--- config.mk ---
export PLATFORM = sky130hd
export DESIGN_NAME = ema_burst_sequencer_flat
export DESIGN_NICKNAME = d
export VERILOG_FILES = /design/src/rtl/ema_burst_sequencer_if.sv /design/src/rtl/ema_burst_sequencer.sv /design/src/flat_wrapper.sv
export SDC_FILE = /design/constraint.sdc
export NUM_CORES = 1
export LEC_CHECK = 0
export CORE_ASPECT_RATIO = 1.1
export CORE_UTILIZATION = 60
export DETAILED_ROUTE_END_ITERATION = 12
export GPL_TIMING_DRIVEN = 0
export PLACE_DENSITY = 0.89
export SLEW_MARGIN = 10
export SYNTH_ARGS = -nofsm -noshare
export SYNTH_HDL_FRONTEND = slang
export SYNTH_SLANG_ARGS = --single-unit
--- constraint.sdc ---
create_clock -name clk_80mhz -period 12.3 [get_ports clk_80mhz]
set_input_delay 2.46 -clock clk_80mhz [delete_from_list [all_inputs] [get_ports clk_80mhz]]
set_output_delay 2.46 -clock clk_80mhz [all_outputs]
set_load 0.03 [all_outputs]
--- src/rtl/ema_burst_sequencer_if.sv ---
// ============================================================================
// Module      : ema_burst_sequencer_if
// Description : Request/config/drive bundle of the EMA excitation burst sequencer.
// Revision    : 1.0 - initial release
// ============================================================================
`default_nettype none

interface ema_burst_sequencer_if #(
    parameter int CHARGE_W = 24,
    parameter int WIDTH_W  = 8,
    parameter int GAP_W    = 8,
    parameter int PER_W    = 4,
    parameter int HOLD_W   = 16
);
    logic                start;
    logic                abort;
    logic [CHARGE_W-1:0] cfg_charge;
    logic [WIDTH_W-1:0]  cfg_width;
    logic [GAP_W-1:0]    cfg_gap;
    logic [PER_W-1:0]    cfg_periods;
    logic [HOLD_W-1:0]   cfg_hold;
    logic                busy;
    logic                done;
    logic                cfg_err;
    logic                ema_pulse_p;
    logic                ema_pulse_n;
    logic                on_32;
    logic                ctrl_sw;

    modport master (
        output start, abort, cfg_charge, cfg_width, cfg_gap, cfg_periods, cfg_hold,
        input  busy, done, cfg_err, ema_pulse_p, ema_pulse_n, on_32, ctrl_sw
    );

    modport slave (
        input  start, abort, cfg_charge, cfg_width, cfg_gap, cfg_periods, cfg_hold,
        output busy, done, cfg_err, ema_pulse_p, ema_pulse_n, on_32, ctrl_sw
    );
endinterface

`default_nettype wire

--- src/rtl/ema_burst_sequencer.sv ---
// ============================================================================
// Module      : ema_burst_sequencer
// Description : Charge / alternating P-N pulse / hold burst sequencer, config latched at start.
// Revision    : 1.0 - initial release
// ============================================================================
`default_nettype none

module ema_burst_sequencer #(
    parameter int CHARGE_W = 24,
    parameter int WIDTH_W  = 8,
    parameter int GAP_W    = 8,
    parameter int PER_W    = 4,
    parameter int HOLD_W   = 16
) (
    input  wire logic            clk_80mhz,
    input  wire logic            rst_n,
    ema_burst_sequencer_if.slave bus
);

    localparam logic [2:0] S_IDLE    = 3'd0;
    localparam logic [2:0] S_CHARGE  = 3'd1;
    localparam logic [2:0] S_PULSE_P = 3'd2;
    localparam logic [2:0] S_PULSE_N = 3'd3;
    localparam logic [2:0] S_GAP     = 3'd4;
    localparam logic [2:0] S_HOLD    = 3'd5;

    logic [2:0]          r_state, w_next_state;
    logic [CHARGE_W-1:0] r_charge_cnt;
    logic [WIDTH_W-1:0]  r_width, r_width_cnt;
    logic [GAP_W-1:0]    r_gap, r_gap_cnt;
    logic [PER_W-1:0]    r_per_cnt;
    logic [HOLD_W-1:0]   r_hold, r_hold_cnt;

    logic r_busy, r_done, r_cfg_err, r_pulse_p, r_pulse_n, r_on_32, r_ctrl_sw;
    logic w_busy, w_done, w_cfg_err, w_pulse_p, w_pulse_n, w_on_32, w_ctrl_sw;
    logic w_cfg_ok, w_accept;

    assign w_cfg_ok = (bus.cfg_charge != '0) && (bus.cfg_width != '0) && (bus.cfg_periods != '0);
    assign w_accept = (r_state == S_IDLE) && bus.start && !bus.abort && w_cfg_ok;

    // Every down-counter is loaded with (value-1) on entry and exits on zero.
    always_comb begin
        w_next_state = r_state;
        case (r_state)
            S_IDLE:    if (w_accept) w_next_state = S_CHARGE;
            S_CHARGE:  if (r_charge_cnt == '0) w_next_state = S_PULSE_P;
            S_PULSE_P: if (r_width_cnt == '0) w_next_state = S_PULSE_N;
            S_PULSE_N: begin
                if (r_width_cnt == '0) begin
                    if (r_per_cnt == '0)
                        w_next_state = (r_hold == '0) ? S_IDLE : S_HOLD;
                    else
                        w_next_state = (r_gap == '0) ? S_PULSE_P : S_GAP;
                end
            end
            S_GAP:     if (r_gap_cnt == '0) w_next_state = S_PULSE_P;
            S_HOLD:    if (r_hold_cnt == '0) w_next_state = S_IDLE;
            default:   w_next_state = S_IDLE;
        endcase
        if ((r_state != S_IDLE) && bus.abort)
            w_next_state = S_IDLE;
    end

    // Outputs are decoded from the next state so the registered copies change on the transition edge.
    always_comb begin
        w_busy    = (w_next_state != S_IDLE);
        w_pulse_p = (w_next_state != S_PULSE_P);
        w_pulse_n = (w_next_state != S_PULSE_N);
        w_on_32   = (w_next_state == S_IDLE) || (w_next_state == S_HOLD);
        w_ctrl_sw = (w_next_state == S_PULSE_P) || (w_next_state == S_PULSE_N) ||
                    (w_next_state == S_GAP) || (w_next_state == S_HOLD) ||
                    ((w_next_state == S_CHARGE) &&
                     (((r_state == S_IDLE) && (bus.cfg_charge == CHARGE_W'(1))) ||
                      ((r_state == S_CHARGE) && (r_charge_cnt == CHARGE_W'(1)))));
        w_done    = (r_state != S_IDLE) && (w_next_state == S_IDLE) && !bus.abort;
        w_cfg_err = (r_state == S_IDLE) && bus.start && !bus.abort && !w_cfg_ok;
    end

    always_ff @(posedge clk_80mhz or negedge rst_n) begin
        if (!rst_n) begin
            r_state      <= S_IDLE;
            r_charge_cnt <= '0;
            r_width      <= '0;
            r_width_cnt  <= '0;
            r_gap        <= '0;
            r_gap_cnt    <= '0;
            r_per_cnt    <= '0;
            r_hold       <= '0;
            r_hold_cnt   <= '0;
            r_busy       <= 1'b0;
            r_done       <= 1'b0;
            r_cfg_err    <= 1'b0;
            r_pulse_p    <= 1'b1;
            r_pulse_n    <= 1'b1;
            r_on_32      <= 1'b1;
            r_ctrl_sw    <= 1'b0;
        end else begin
            r_state   <= w_next_state;
            r_busy    <= w_busy;
            r_done    <= w_done;
            r_cfg_err <= w_cfg_err;
            r_pulse_p <= w_pulse_p;
            r_pulse_n <= w_pulse_n;
            r_on_32   <= w_on_32;
            r_ctrl_sw <= w_ctrl_sw;

            if (w_accept) begin
                r_width      <= bus.cfg_width;
                r_gap        <= bus.cfg_gap;
                r_hold       <= bus.cfg_hold;
                r_charge_cnt <= bus.cfg_charge - CHARGE_W'(1);
                r_per_cnt    <= bus.cfg_periods - PER_W'(1);
            end else if ((r_state == S_CHARGE) && (r_charge_cnt != '0)) begin
                r_charge_cnt <= r_charge_cnt - CHARGE_W'(1);
            end

            if (((w_next_state == S_PULSE_P) || (w_next_state == S_PULSE_N)) &&
                (w_next_state != r_state))
                r_width_cnt <= r_width - WIDTH_W'(1);
            else if (r_width_cnt != '0)
                r_width_cnt <= r_width_cnt - WIDTH_W'(1);

            if ((w_next_state == S_GAP) && (r_state != S_GAP))
                r_gap_cnt <= r_gap - GAP_W'(1);
            else if (r_gap_cnt != '0)
                r_gap_cnt <= r_gap_cnt - GAP_W'(1);

            if ((w_next_state == S_HOLD) && (r_state != S_HOLD))
                r_hold_cnt <= r_hold - HOLD_W'(1);
            else if (r_hold_cnt != '0)
                r_hold_cnt <= r_hold_cnt - HOLD_W'(1);

            if ((r_state == S_PULSE_N) && ((w_next_state == S_PULSE_P) || (w_next_state == S_GAP)))
                r_per_cnt <= r_per_cnt - PER_W'(1);
        end
    end

    assign bus.busy        = r_busy;
    assign bus.done        = r_done;
    assign bus.cfg_err     = r_cfg_err;
    assign bus.ema_pulse_p = r_pulse_p;
    assign bus.ema_pulse_n = r_pulse_n;
    assign bus.on_32       = r_on_32;
    assign bus.ctrl_sw     = r_ctrl_sw;

endmodule

`default_nettype wire

--- src/flat_wrapper.sv ---
// flat-port wrapper written by rule: the top's interface ports become plain ports
module ema_burst_sequencer_flat 
#(
    parameter int CHARGE_W = 24,
    parameter int WIDTH_W  = 8,
    parameter int GAP_W    = 8,
    parameter int PER_W    = 4,
    parameter int HOLD_W   = 16
)
  (clk_80mhz, rst_n, bus_start, bus_abort, bus_cfg_charge, bus_cfg_width, bus_cfg_gap, bus_cfg_periods, bus_cfg_hold, bus_busy, bus_done, bus_cfg_err, bus_ema_pulse_p, bus_ema_pulse_n, bus_on_32, bus_ctrl_sw);
  ema_burst_sequencer_if #(.CHARGE_W(CHARGE_W), .WIDTH_W(WIDTH_W), .GAP_W(GAP_W), .PER_W(PER_W), .HOLD_W(HOLD_W)) bus_i ();
  input  wire logic clk_80mhz;
  input  wire logic rst_n;
  input wire logic [$bits(bus_i.start)-1:0] bus_start;
  input wire logic [$bits(bus_i.abort)-1:0] bus_abort;
  input wire logic [$bits(bus_i.cfg_charge)-1:0] bus_cfg_charge;
  input wire logic [$bits(bus_i.cfg_width)-1:0] bus_cfg_width;
  input wire logic [$bits(bus_i.cfg_gap)-1:0] bus_cfg_gap;
  input wire logic [$bits(bus_i.cfg_periods)-1:0] bus_cfg_periods;
  input wire logic [$bits(bus_i.cfg_hold)-1:0] bus_cfg_hold;
  output wire logic [$bits(bus_i.busy)-1:0] bus_busy;
  output wire logic [$bits(bus_i.done)-1:0] bus_done;
  output wire logic [$bits(bus_i.cfg_err)-1:0] bus_cfg_err;
  output wire logic [$bits(bus_i.ema_pulse_p)-1:0] bus_ema_pulse_p;
  output wire logic [$bits(bus_i.ema_pulse_n)-1:0] bus_ema_pulse_n;
  output wire logic [$bits(bus_i.on_32)-1:0] bus_on_32;
  output wire logic [$bits(bus_i.ctrl_sw)-1:0] bus_ctrl_sw;
  assign bus_i.start = bus_start;
  assign bus_i.abort = bus_abort;
  assign bus_i.cfg_charge = bus_cfg_charge;
  assign bus_i.cfg_width = bus_cfg_width;
  assign bus_i.cfg_gap = bus_cfg_gap;
  assign bus_i.cfg_periods = bus_cfg_periods;
  assign bus_i.cfg_hold = bus_cfg_hold;
  assign bus_busy = bus_i.busy;
  assign bus_done = bus_i.done;
  assign bus_cfg_err = bus_i.cfg_err;
  assign bus_ema_pulse_p = bus_i.ema_pulse_p;
  assign bus_ema_pulse_n = bus_i.ema_pulse_n;
  assign bus_on_32 = bus_i.on_32;
  assign bus_ctrl_sw = bus_i.ctrl_sw;
  ema_burst_sequencer #(.CHARGE_W(CHARGE_W), .WIDTH_W(WIDTH_W), .GAP_W(GAP_W), .PER_W(PER_W), .HOLD_W(HOLD_W)) u_core (.clk_80mhz(clk_80mhz), .rst_n(rst_n), .bus(bus_i));
endmodule
==> results.txt, run 1 <==
----------------------------------------------------
[Run status]
  Outcome ... finished with violations
  Violated checks ... design-rule violations

[Cells and area]
  Signed area change from the synthesized netlist to the final layout ... 17.4%
  Number of antenna diodes ... 0
  Share of post-route cells with drive strength above 1 ... 6.28%
  Core Util, Final ... 72.1%
  Number of nets in the layout ... 847

[Critical path]
  Crit path largest cell delay ... a little over 0.8 ns
  Top fanout value on the critical path ... 10
  Critical Path End Type ... register
  Worst path slowest cell ... sky130_fd_sc_hd__a2111oi_2
  Arrival time worst endpoint ... roughly 7.4 ns
  Cells traversed along the worst timing path ... clkdlybuf4s50_1 > inv_1 > ha_1 > inv_1 > nor4_4 > a311oi_4 > nor2_4 > a2111oi_2 > buf_4 > buf_6 > mux2i_1 > ha_1 > nand2_1 > or2_2 > or3_1 > nor3_1 > xor2_1 > nor2_1 > a21oi_1
  Required @ worst endpoint ... 12.61 ns
  Kind of start point of the critical path ... primary input
  Crit Path Class ... in -> reg

[Timing]
  Number of max-slew violations in the final report ... 0
  Post-layout min period ... between 7 and 8 ns
  RSZ-0062 raised after global routing ... no
  Hold Fails Final Rpt ... 0
  Max transition margin ... 37.9%
  Max Fclk ... 0.140 GHz
  Part of the cycle the worst path needs ... 58.0%
  Worst Tran Pin Value ... 0.926 ns
  Tightest hold margin ... between 0.5 and 0.6 ns
  Clock tree skew after final layout ... 0.0175 ns
  Final setup violation count ... 0
  Setup TNS ... 0 ns

[Floorplanning]
  Full die area ... 10500 um^2
  Area of the core ... a little under 10000 um^2
  Die W ... 97.7 um
  I/O pin count ... 71
  Row count ... 38
  Die Y-Extent ... 107 um
  Starting utilization of the core area ... 61.4%

[Global routing]
  Antenna violations before repair ... 0
  Global-route wire length before repair ... 23.9 mm
  Maximum number of pins on one net before global-route repair ... 53
  Vias in the first global route ... between 5k and 6k
  M1 GR Usage ... about 34%
  Met3 Resource Use GR ... 5.35%
  Congestion Overflow GR ... 0
  Met2 Use GR ... approximately half
  Most used routing layer in global routing ... met2
  Gr usage total ... 29.1%

[Synthesis]
  Cell taking the most area after synthesis ... sky130_fd_sc_hd__dfrtp_1
  Part of the Yosys area used for sequential elements ... 42.3%
  Number of nets in the synthesized netlist ... 765
  Top_reg_cell synth ... sky130_fd_sc_hd__dfrtp_1
  Post-synthesis area per instance ... 8.72 um^2
  Yosys top cell area share ... 41.0%
  Count of flip-flops with a built-in enable after synthesis ... 0
  Most instantiated library cell after synthesis ... sky130_fd_sc_hd__nand2_1
  Synthesized netlist cell count ... slightly below 700
  Mapped Area ... ~6000 um^2
  Flop and latch count out of synthesis ... 102
  Distinct cells, synth ... 60
  Share of synthesized flip-flops with an asynchronous set or reset ... 100%
  Number of warnings reported in the yosys synthesis log ... 0
  Leading post-synthesis cells by instance count ... sky130_fd_sc_hd__nand2_1 (137), sky130_fd_sc_hd__dfrtp_1 (99), sky130_fd_sc_hd__nor2_1 (59)
  Top area cells in the synthesized netlist ... sky130_fd_sc_hd__dfrtp_1 (41%), sky130_fd_sc_hd__nand2_1 (8.5%), sky130_fd_sc_hd__xnor2_1 (5.8%), sky130_fd_sc_hd__nor2_1 (3.7%), sky130_fd_sc_hd__nor3_1 (3.3%)

[Routing]
  Overall routed net length ... 14.7 mm
  Detailed-routing iteration count for the pre-antenna-repair pass ... 9
  Residual antenna-violating net count after detailed routing ... 0
  Detailed-route vias per instance ... 6.12
  Average wire length per cell after detail routing ... 16.4 um
  Routed via count ... between 5k and 6k
  Number of DRC markers in iteration 0 ... 387
  Total DRC errors in the routed layout ... 6

[CTS]
  Gates resized, CTS repair ... 0
  CTS Root Buffer Type ... sky130_fd_sc_hd__clkbuf_8
  Hold-fix buffer count after cts ... 0
  Post-CTS setup repair buffer count ... 0
  # H-tree levels ... 3
  Clock buffer count from CTS ... 9
  Buffer depth of the longest clock path ... 2
  Clock Latency Late Sink ... 0.39 ns
  CTS clock-pin slew for the worst setup and hold paths ... ~0.09 ns
  CTS tree ... done
  Total clock sinks ... 102

[Pwr]
  Power Dens Cells ... 162 nW/um^2
  Worst vdd ir ... 0.117 mV
  Total power ... 1150 uW
  Lkg Pwr ... 0.00294 uW

[Min path]
  Worst min-delay path class ... reg -> reg

[Flow run]
  MaxCap Viol Count ... 0

[Place]
  Number of buffers added on ports ... 70
  DP Wirelength ... 11.1 mm
  RD Place Congestion ... slightly above 0.9

----------------------------------------------------
[logic make-up (layout without fill, tap and decap cells)]
kind of cell | count (synthesis) | count (layout) | share of synthesized area (%)
AND/OR/NAND/NOR | 354 | 354 | 29.6
AO/OA/AOI/OAI | 119 | 119 | 12.8
flip-flops | 102 | 102 | 42.3
XOR/XNOR | 62 | 62 | 8.99
buffers and inverters | 35 | 122 | 2.51
multiplexers | 13 | 13 | 2.15
adder cells (fa/ha/maj) | 8 | 8 | 1.66
[power by group]
| group | total [uW] | internal (uW) | switching, uW |
|---|---|---|---|
| combinational | 385 | 170 | 215 |
| sequential | 563 | 442 | 121 |
| clock | 200 | 83.8 | 116 |
[worst max-delay path, delay by kind of cell]
kind            cells  cell delay (ns)
xor+xnor            1             0.16
simple gates        7             1.24
mux                 1             0.19
buf+inv             5             1.26
compound gates      3             1.61
fa+ha+maj           2             0.48
[cell type report]
type	count	area, um^2
Fill cell	749	2750
Clock inverter	4	22.5
Inverter	15	56.3
Clock buffer	12	155
Tap cell	120	150
Multi-Input combinational cell	556	3330
Timing Repair Buffer	71	726
Sequential cell	102	2560
Buffer	20	95.1
[final timing paths]
| kind | cells after the start | slack, ns | from | endpoint |
|---|---|---|---|---|
| setup reg to reg | 17 | 7.15 | u_core.r_state[0]$_DFF_PN0_ | u_core.r_hold_cnt[14]$_DFFE_PN0P_ |
| min in group asynchronous | 1 | 2.10 | rst_n | u_core.r_hold_cnt[15]$_DFFE_PN0P_ |
| hold / removal | 2 | 0.51 | u_core.r_width[1]$_DFFE_PN0P_ | u_core.r_width[1]$_DFFE_PN0P_ |
| max in group asynchronous | 2 | 9.46 | rst_n | u_core.bus.ema_pulse_p$_DFF_PN1_ |
| hold reg to reg | 2 | 0.51 | u_core.r_width[1]$_DFFE_PN0P_ | u_core.r_width[1]$_DFFE_PN0P_ |
| setup / recovery | 19 | 5.17 | bus_cfg_charge[0] | u_core.r_hold_cnt[14]$_DFFE_PN0P_ |
[stage by stage]
step                      worst slack, ns  instance area (um^2)  std cells
after floorplan                      6.28                  6040        693
after global routing                 4.86                  7100        900
after detailed placement             4.76                  6920        884
final                                5.17                  7100        900
after global placement               4.88                  6890        883
after CTS                            5.18                  7100        900
[registers in the layout, summed over array words and instances, names as in the netlist]
name                    count
u_core.r_hold              16
u_core.r_hold_cnt          16
u_core.r_width              8
u_core.bus.on_32            1
u_core.bus.ema_pulse_n      1
u_core.r_state              3
u_core.r_gap_cnt            8
u_core.bus.ema_pulse_p      1
u_core.r_per_cnt            4
u_core.bus.ctrl_sw          1
u_core.r_width_cnt          8
u_core.bus.done             1
u_core.r_charge_cnt        24
u_core.r_gap                8
u_core.bus.busy             1
u_core.bus.cfg_err          1
[cell usage in the layout, fill, tap and decap left out, types with 5 or more instances in the layout]
| master | count |
|---|---|
| sky130_fd_sc_hd__a211oi_1 | 5 |
| sky130_fd_sc_hd__a21oi_1 | 34 |
| sky130_fd_sc_hd__clkbuf_1 | 16 |
| sky130_fd_sc_hd__clkbuf_8 | 11 |
| sky130_fd_sc_hd__clkdlybuf4s50_1 | 69 |
| sky130_fd_sc_hd__dfrtp_1 | 99 |
| sky130_fd_sc_hd__ha_1 | 8 |
| sky130_fd_sc_hd__inv_1 | 15 |
| sky130_fd_sc_hd__mux2i_1 | 13 |
| sky130_fd_sc_hd__nand2_1 | 137 |
| sky130_fd_sc_hd__nand2b_1 | 6 |
| sky130_fd_sc_hd__nand3_1 | 20 |
| sky130_fd_sc_hd__nand4_1 | 7 |
| sky130_fd_sc_hd__nor2_1 | 59 |
| sky130_fd_sc_hd__nor2b_1 | 5 |
| sky130_fd_sc_hd__nor3_1 | 40 |
| sky130_fd_sc_hd__nor3b_1 | 6 |
| sky130_fd_sc_hd__nor4_1 | 17 |
| sky130_fd_sc_hd__o211ai_1 | 7 |
| sky130_fd_sc_hd__o21ai_0 | 31 |
| sky130_fd_sc_hd__o311ai_0 | 5 |
| sky130_fd_sc_hd__o31ai_1 | 5 |
| sky130_fd_sc_hd__or2_2 | 7 |
| sky130_fd_sc_hd__or3_1 | 17 |
| sky130_fd_sc_hd__or4_1 | 10 |
| sky130_fd_sc_hd__xnor2_1 | 40 |
| sky130_fd_sc_hd__xor2_1 | 22 |
[routing by layer]
| layer | share of wire [%] | routed length [um] | up-vias |
|---|---|---|---|
| met4 | 3.6 | 530 | 0 |
| met3 | 5.2 | 769 | 48 |
| met1 | 41 | 6020 | 2633 |
| met5 | 0 | 0 | - |
| li1 | - | - | 2621 |
| met2 | 50 | 7400 | 202 |
No activity file was read; power rests on OpenSTA's default activity.
==> inputs of run 2 (changes only) <==
--- a/config.mk
+++ b/config.mk
@@ -6,10 +6,10 @@
 export NUM_CORES = 1
 export LEC_CHECK = 0
 export CORE_ASPECT_RATIO = 1.1
-export CORE_UTILIZATION = 60
+export CORE_UTILIZATION = 57
 export DETAILED_ROUTE_END_ITERATION = 12
 export GPL_TIMING_DRIVEN = 0
-export PLACE_DENSITY = 0.89
+export PLACE_DENSITY = 0.85
 export SLEW_MARGIN = 10
 export SYNTH_ARGS = -nofsm -noshare
 export SYNTH_HDL_FRONTEND = slang
==> constraint.sdc (replaced) <==
create_clock -name clk_80mhz -period 6.63 [get_ports clk_80mhz]
set_input_delay 1.326 -clock clk_80mhz [delete_from_list [all_inputs] [get_ports clk_80mhz]]
set_output_delay 1.326 -clock clk_80mhz [all_outputs]
set_load 0.03 [all_outputs]
==> run 2 against run 1 <==
- the run now ends clean
- wire length up 2.3%
- cell count increased by 2.6%
- critical path depth unchanged
- register-to-register slack worse by 5.7 ns
- sequential share of layout area shrank 0.81 points
- sequential power grew 87%
- combinational power up 86%
- non-clock buffer count stayed put
- core utilization down 1.9 points
- power grew 100%
- via count increased by 0.31%
- clock-buffer cell count up 2
- largest power group unchanged
==> results.txt, run 2 (synthesis gave the netlist of run 1 again) <==
----------------------------------------------------
[Floorplanning]
  Die W ... 100 um (+2.5%)
  Starting utilization of the core area ... 58.4% (-3.0 points)
  I/O pin count ... 71 (unchanged)
  Row count ... 39 (+2.6%)
  Area of the core ... 10300 um^2 (+5.1%)
  Die Y-Extent ... 110 um (+2.6%)
  Full die area ... 11000 um^2 (+5.2%)

[Cells and area]
  Core Util, Final ... 70.2% (-1.9 points)
  Commonest cells after routing, fill and taps aside ... sky130_fd_sc_hd__nand2_1 (137), sky130_fd_sc_hd__dfrtp_1 (99), sky130_fd_sc_hd__clkdlybuf4s50_1 (69)
  Signed area change from the synthesized netlist to the final layout ... 20.1%
  Biggest regs ... u_core.r_charge_cnt: 24 flops, u_core.r_hold: 16 flops, u_core.r_hold_cnt: 16 flops
  Area taken by flip-flops and latches ... 2560 um^2 (unchanged)
  Combined area of the multi-input logic cells ... 3330 um^2 (unchanged)
  Number of antenna diodes ... 0 (unchanged)
  Final instance count without filler cells ... 923 (+2.6%)
  Top register by number of flip-flops ... u_core.r_charge_cnt
  Number of nets in the layout ... 847 (unchanged)
  Number of flip-flops under the largest register name ... 24 (unchanged)
  Leading cell type in the layout, fill and taps excluded ... sky130_fd_sc_hd__nand2_1
  Share of post-route cells with drive strength above 1 ... 6.15% (-0.13 points)
  Number of inserted filler cells in the final layout ... 801 (+6.9%)

[CTS]
  Buffer depth of the longest clock path ... 2 (unchanged)
  Clock buffer count from CTS ... 9 (unchanged)
  CTS Root Buffer Type ... sky130_fd_sc_hd__clkbuf_16
  Hold-fix buffer count after cts ... 0 (unchanged)
  Post-CTS setup repair buffer count ... 0 (unchanged)
  CTS tree ... done
  Clock Latency Late Sink ... 0.35 ns (-0.04 ns)
  Total clock sinks ... 102 (unchanged)
  Gates resized, CTS repair ... 0 (unchanged)
  CTS clock-pin slew for the worst setup and hold paths ... 0.06 ns (-0.03 ns)
  # H-tree levels ... 3 (unchanged)

[Critical path]
  Setup slack of the worst register-to-register path ... 1.41 ns (-5.74 ns)
  Cells traversed along the worst timing path ... clkdlybuf4s50_1 > inv_1 > ha_1 > inv_1 > nor4_4 > a311oi_4 > nor2_4 > a2111oi_2 > buf_4 > buf_6 > mux2i_1 > ha_1 > nand2_1 > or2_2 > or3_1 > nor3_1 > xor2_1 > nor2_1 > a21oi_1
  Kind of start point of the critical path ... primary input
  Crit path largest cell delay ... 0.87 ns (+0.04 ns)
  Buf/Inv on CP ... 5 (unchanged)
  Critical Path End Type ... register
  Required @ worst endpoint ... 6.90 ns (-5.71 ns)
  Worst path slowest cell ... sky130_fd_sc_hd__a2111oi_2
  Arrival time worst endpoint ... 6.43 ns (-1.01 ns)
  Crit Path Class ... in -> reg
  Top fanout value on the critical path ... 10 (unchanged)
  Delay-heaviest family, CP ... compound AO/OA/AOI/OAI gates

[Pwr]
  Power Dens Cells ... 319 nW/um^2 (+97%)
  Lkg Pwr ... 0.00300 uW (+2.1%)
  Worst vdd ir ... 0.180 mV (+54%)

[Routing]
  Total DRC errors in the routed layout ... 0 (-6)
  Number of DRC markers in iteration 0 ... 287 (-26%)
  Routed via count ... 5521 (+0.31%)
  Overall routed net length ... 15.1 mm (+2.3%)
  Residual antenna-violating net count after detailed routing ... 0 (unchanged)
  Average wire length per cell after detail routing ... 16.3 um (-0.25%)
  Detailed-routing iteration count for the pre-antenna-repair pass ... 5 (-4)
  Detailed-route vias per instance ... 5.98 (-2.2%)

[Timing]
  Max Fclk ... approximately 0.16 GHz
  Hold Fails Final Rpt ... 0 (unchanged)
  Worst Tran Pin Value ... 0.892 ns (-0.0339 ns)
  Setup TNS ... 0 ns (unchanged)
  Clock tree skew after final layout ... 0.00710 ns (-0.0104 ns)
  Final setup violation count ... 0 (unchanged)
  Number of max-slew violations in the final report ... 0 (unchanged)
  Max transition margin ... 40.2% (+2.3 points)
  RSZ-0062 raised after global routing ... no
  Post-layout min period ... just over 6 ns
  Part of the cycle the worst path needs ... 92.9%

[Global routing]
  Antenna violations before repair ... 0 (unchanged)
  Gr usage total ... 28.9% (-0.27 points)
  Maximum number of pins on one net before global-route repair ... 59 (+11%)
  Vias in the first global route ... 5388 (+0.50%)
  Global-route wire length before repair ... 24.7 mm (+3.3%)
  Congestion Overflow GR ... 0 (unchanged)

[Place]
  Number of cells in the design after placement ... 907 (+2.6%)
  RD Place Congestion ... 0.913 (-0.99%)
  DP Wirelength ... 11.2 mm (+1.6%)
  Number of buffers added on ports ... 70 (unchanged)

[Flow run]
  MaxCap Viol Count ... 0 (unchanged)

[Run status]
  Outcome ... complete, no violations

[Min path]
  Worst min-delay path class ... reg -> reg

----------------------------------------------------
[run 2: metrics by stage]
step	total power [uW]	hold slack [ns]	instance area, um^2	setup slack, ns
after floorplan	1500	0.459	6040	1.75
after global placement	1710	0.487	6920	0.356
after detailed placement	1760	0.498	6950	0.166
after CTS	2310	0.515	7260	0.538
after global routing	2460	0.538	7260	0.183
final	2320	0.515	7260	0.471
[run 2: cell type report]
| cell class | instances | area share (%) |
|---|---|---|
| inverter | 15 | 0.776 |
| sequential | 102 | 35.2 |
| tap | 143 | 2.46 |
| buffer | 20 | 1.31 |
| multi-input combinational | 556 | 45.9 |
| clock inverter | 2 | 0.534 |
| clock buffer | 14 | 3.77 |
| timing repair buffer | 71 | 10.0 |
[run 2: per-layer routing]
layer | vias to the layer above | part of all wire [%] | GRT usage [%]
met2 | 195 | 51 | 52.1
met3 | 42 | 5.4 | 4.85
li1 | 2637 | - | -
met5 | - | 0 | 0
met1 | 2647 | 41 | 33.9
met4 | 0 | 2.8 | 12.8
[run 2: path summary, 6_finish.rpt]
kind	end	start	depth (start not counted)
max	u_core.r_hold_cnt[14]$_DFFE_PN0P_	bus_cfg_charge[0]	19
min	u_core.r_width_cnt[0]$_DFFE_PN0P_	u_core.r_width[0]$_DFFE_PN0P_	1
max reg2reg	u_core.r_hold_cnt[14]$_DFFE_PN0P_	u_core.r_state[0]$_DFF_PN0_	17
min reg2reg	u_core.r_width_cnt[0]$_DFFE_PN0P_	u_core.r_width[0]$_DFFE_PN0P_	1
max in group asynchronous	u_core.bus.ema_pulse_p$_DFF_PN1_	rst_n	2
min in group asynchronous	u_core.r_hold_cnt[7]$_DFFE_PN0P_	rst_n	1
[run 2: power by group]
part | internal [uW] | switching, uW | leakage (uW)
Sequential | 821 | 230 | 0.00123
Clock | 325 | 223 | 0.000153
Combinational | 316 | 402 | 0.00162
==> inputs of run 3 (changes only) <==
--- a/config.mk
+++ b/config.mk
@@ -5,6 +5,7 @@
 export SDC_FILE = /design/constraint.sdc
 export NUM_CORES = 1
 export LEC_CHECK = 0
+export CAP_MARGIN = 20
 export CORE_ASPECT_RATIO = 1.1
 export CORE_UTILIZATION = 57
 export DETAILED_ROUTE_END_ITERATION = 12
==> run 3 against run 2 <==
- clock power is essentially flat
- clock skew is the same
- critical path type unchanged
- combinational power is essentially flat
- critical endpoint unchanged
- via count is the same
- highest routed layer unchanged
- design area is the same
- worst setup slack is the same
- largest power group unchanged
- power is the same
- global-route usage is the same
==> results.txt, run 3 (synthesis gave the netlist of run 1 again) <==
----------------------------------------------------
[Run status]
  Outcome ... complete, no violations

[Min path]
  Worst min-delay path class ... reg -> reg

[CTS]
  # H-tree levels ... 3 (unchanged)
  Clock buffer count from CTS ... 9 (unchanged)
  CTS tree ... done
  CTS clock-pin slew for the worst setup and hold paths ... 0.06 ns (about the same)
  CTS Root Buffer Type ... sky130_fd_sc_hd__clkbuf_16
  Gates resized, CTS repair ... 0 (unchanged)
  Clock Latency Late Sink ... 0.35 ns (about the same)
  Hold-fix buffer count after cts ... 0 (unchanged)
  Post-CTS setup repair buffer count ... 0 (unchanged)
  Total clock sinks ... 102 (unchanged)
  Buffer depth of the longest clock path ... 2 (unchanged)

[Timing]
  Part of the cycle the worst path needs ... 92.9% (unchanged)
  Setup TNS ... 0 ns (unchanged)
  Max transition margin ... 40.2% (unchanged)
  Post-layout min period ... 6.16 ns (unchanged)
  RSZ-0062 raised after global routing ... no
  Worst Tran Pin Value ... 0.892 ns (unchanged)
  Final setup violation count ... 0 (unchanged)
  Hold Fails Final Rpt ... 0 (unchanged)
  Number of max-slew violations in the final report ... 0 (unchanged)
  Max Fclk ... 0.162 GHz (unchanged)
  Clock tree skew after final layout ... 0.00710 ns (unchanged)

[Routing]
  Number of DRC markers in iteration 0 ... 287 (unchanged)
  Total DRC errors in the routed layout ... 0 (unchanged)
  Overall routed net length ... 15.1 mm (unchanged)
  Detailed-route vias per instance ... 5.98 (unchanged)
  Average wire length per cell after detail routing ... 16.3 um (unchanged)
  Routed via count ... 5521 (unchanged)
  Residual antenna-violating net count after detailed routing ... 0 (unchanged)
  Detailed-routing iteration count for the pre-antenna-repair pass ... 5 (unchanged)

[Cells and area]
  Biggest regs ... u_core.r_charge_cnt: 24 flops, u_core.r_hold: 16 flops, u_core.r_hold_cnt: 16 flops
  Number of flip-flops under the largest register name ... 24 (unchanged)
  Commonest cells after routing, fill and taps aside ... sky130_fd_sc_hd__nand2_1 (137), sky130_fd_sc_hd__dfrtp_1 (99), sky130_fd_sc_hd__clkdlybuf4s50_1 (69)
  Final instance count without filler cells ... 923 (unchanged)
  Signed area change from the synthesized netlist to the final layout ... 20.1% (unchanged)
  Share of post-route cells with drive strength above 1 ... 6.15% (unchanged)
  Leading cell type in the layout, fill and taps excluded ... sky130_fd_sc_hd__nand2_1
  Number of inserted filler cells in the final layout ... 801 (unchanged)
  Number of antenna diodes ... 0 (unchanged)
  Number of nets in the layout ... 847 (unchanged)
  Top register by number of flip-flops ... u_core.r_charge_cnt
  Final Instance Area ... 7260 um^2 (unchanged)

[Floorplanning]
  Die Y-Extent ... 110 um (unchanged)
  Die W ... 100 um (unchanged)
  Starting utilization of the core area ... 58.4% (unchanged)
  Full die area ... 11000 um^2 (unchanged)
  I/O pin count ... 71 (unchanged)
  Row count ... 39 (unchanged)
  Area of the core ... 10300 um^2 (unchanged)

[Global routing]
  Congestion Overflow GR ... 0 (unchanged)
  Maximum number of pins on one net before global-route repair ... 59 (unchanged)
  Vias in the first global route ... 5388 (unchanged)
  Gr usage total ... 28.9% (unchanged)
  Global-route wire length before repair ... 24.7 mm (unchanged)
  Antenna violations before repair ... 0 (unchanged)

[Place]
  DP Wirelength ... 11.2 mm (unchanged)
  Number of buffers added on ports ... 70 (unchanged)
  Number of cells in the design after placement ... 907 (unchanged)
  Dpl cell area ... 6950 um^2 (unchanged)
  RD Place Congestion ... 0.913 (unchanged)

[Pwr]
  Sequential group share of total power ... 45.4% (about the same)
  Internal power component ... 1460 uW (unchanged)
  P_sw ... 855 uW (unchanged)
  Clock share of power ... 23.6% (about the same)
  Worst vdd ir ... 0.180 mV (unchanged)
  Switching power as a share of total power ... 36.9% (unchanged)
  Lkg Pwr ... 0.00300 uW (unchanged)
  Comb power frac ... 31.0% (about the same)
  Power Dens Cells ... 319 nW/um^2 (unchanged)

[Critical path]
  Crit Path Class ... in -> reg
  Arrival time worst endpoint ... 6.43 ns (about the same)
  Kind of start point of the critical path ... primary input
  Critical Path End Type ... register
  Top fanout value on the critical path ... 10 (unchanged)
  Required @ worst endpoint ... 6.90 ns (about the same)

[Flow run]
  MaxCap Viol Count ... 0 (unchanged)

----------------------------------------------------
## run 3: layer usage
metal  vias to the layer above  share of wire [%]  track usage, %
met5                         -                  0               0
met4                         0                2.8            12.8
met3                        42                5.4            4.85
met2                       195                 51            52.1
met1                      2647                 41            33.9
li1                       2637                  -               -
## run 3: cell type report
type	instances	area, um^2	area share, %
inverters	15	56.3	0.776
multi-input cells	556	3330	45.9
clock inverters	2	38.8	0.534
flip-flops and latches	102	2560	35.2
repair buffers	71	726	10.0
well taps	143	179	2.46
clock buffers	14	274	3.77
plain buffers	20	95.1	1.31
## run 3: stage by stage
stage | setup WS, ns | hold slack, ns | utilization (%) | power [uW]
after floorplan | 1.75 | 0.459 | - | 1500
after global placement | 0.356 | 0.487 | 66.9 | 1710
after detailed placement | 0.166 | 0.498 | 67.2 | 1760
after CTS | 0.538 | 0.515 | 70.2 | 2310
after global routing | 0.183 | 0.538 | 70.2 | 2460
final | 0.471 | 0.515 | 70.2 | 2320
## run 3: final timing paths
check                                               from                           endpoint  slack [ns]  cells after the start
setup / recovery                       bus_cfg_charge[0]  u_core.r_hold_cnt[14]$_DFFE_PN0P_        0.47                     19
max in group asynchronous                          rst_n   u_core.bus.ema_pulse_p$_DFF_PN1_        4.94                      2
setup reg to reg             u_core.r_state[0]$_DFF_PN0_  u_core.r_hold_cnt[14]$_DFFE_PN0P_        1.41                     17
hold reg to reg            u_core.r_width[0]$_DFFE_PN0P_  u_core.r_width_cnt[0]$_DFFE_PN0P_        0.51                      1
min in group asynchronous                          rst_n   u_core.r_hold_cnt[7]$_DFFE_PN0P_        0.97                      1
hold / removal             u_core.r_width[0]$_DFFE_PN0P_  u_core.r_width_cnt[0]$_DFFE_PN0P_        0.51                      1
## run 3: power groups by stage
| stage | Combinational [uW] | Sequential, uW | Clock, uW |
|---|---|---|---|
| 3_3_place_gp | 679 | 1030 | 0 |
| 3_5_place_dp | 710 | 1050 | 0 |
| 2_1_floorplan | 497 | 1010 | 0 |
| 6_report | 718 | 1050 | 548 |
| 4_1_cts | 718 | 1040 | 552 |
| 5_1_grt | 808 | 1080 | 575 |
## run 3: worst max-delay path: stages
cell,delay (ns)
sky130_fd_sc_hd__clkdlybuf4s50_1,0.58
sky130_fd_sc_hd__inv_1,0.11
sky130_fd_sc_hd__ha_1,0.24
sky130_fd_sc_hd__inv_1,0.13
sky130_fd_sc_hd__nor4_4,0.09
sky130_fd_sc_hd__a311oi_4,0.67
sky130_fd_sc_hd__nor2_4,0.14
sky130_fd_sc_hd__a2111oi_2,0.87
sky130_fd_sc_hd__buf_4,0.32
sky130_fd_sc_hd__buf_6,0.17
sky130_fd_sc_hd__mux2i_1,0.22
sky130_fd_sc_hd__ha_1,0.25
sky130_fd_sc_hd__nand2_1,0.09
sky130_fd_sc_hd__or2_2,0.34
sky130_fd_sc_hd__or3_1,0.37
sky130_fd_sc_hd__nor3_1,0.19
sky130_fd_sc_hd__xor2_1,0.17
sky130_fd_sc_hd__nor2_1,0.05
sky130_fd_sc_hd__a21oi_1,0.12
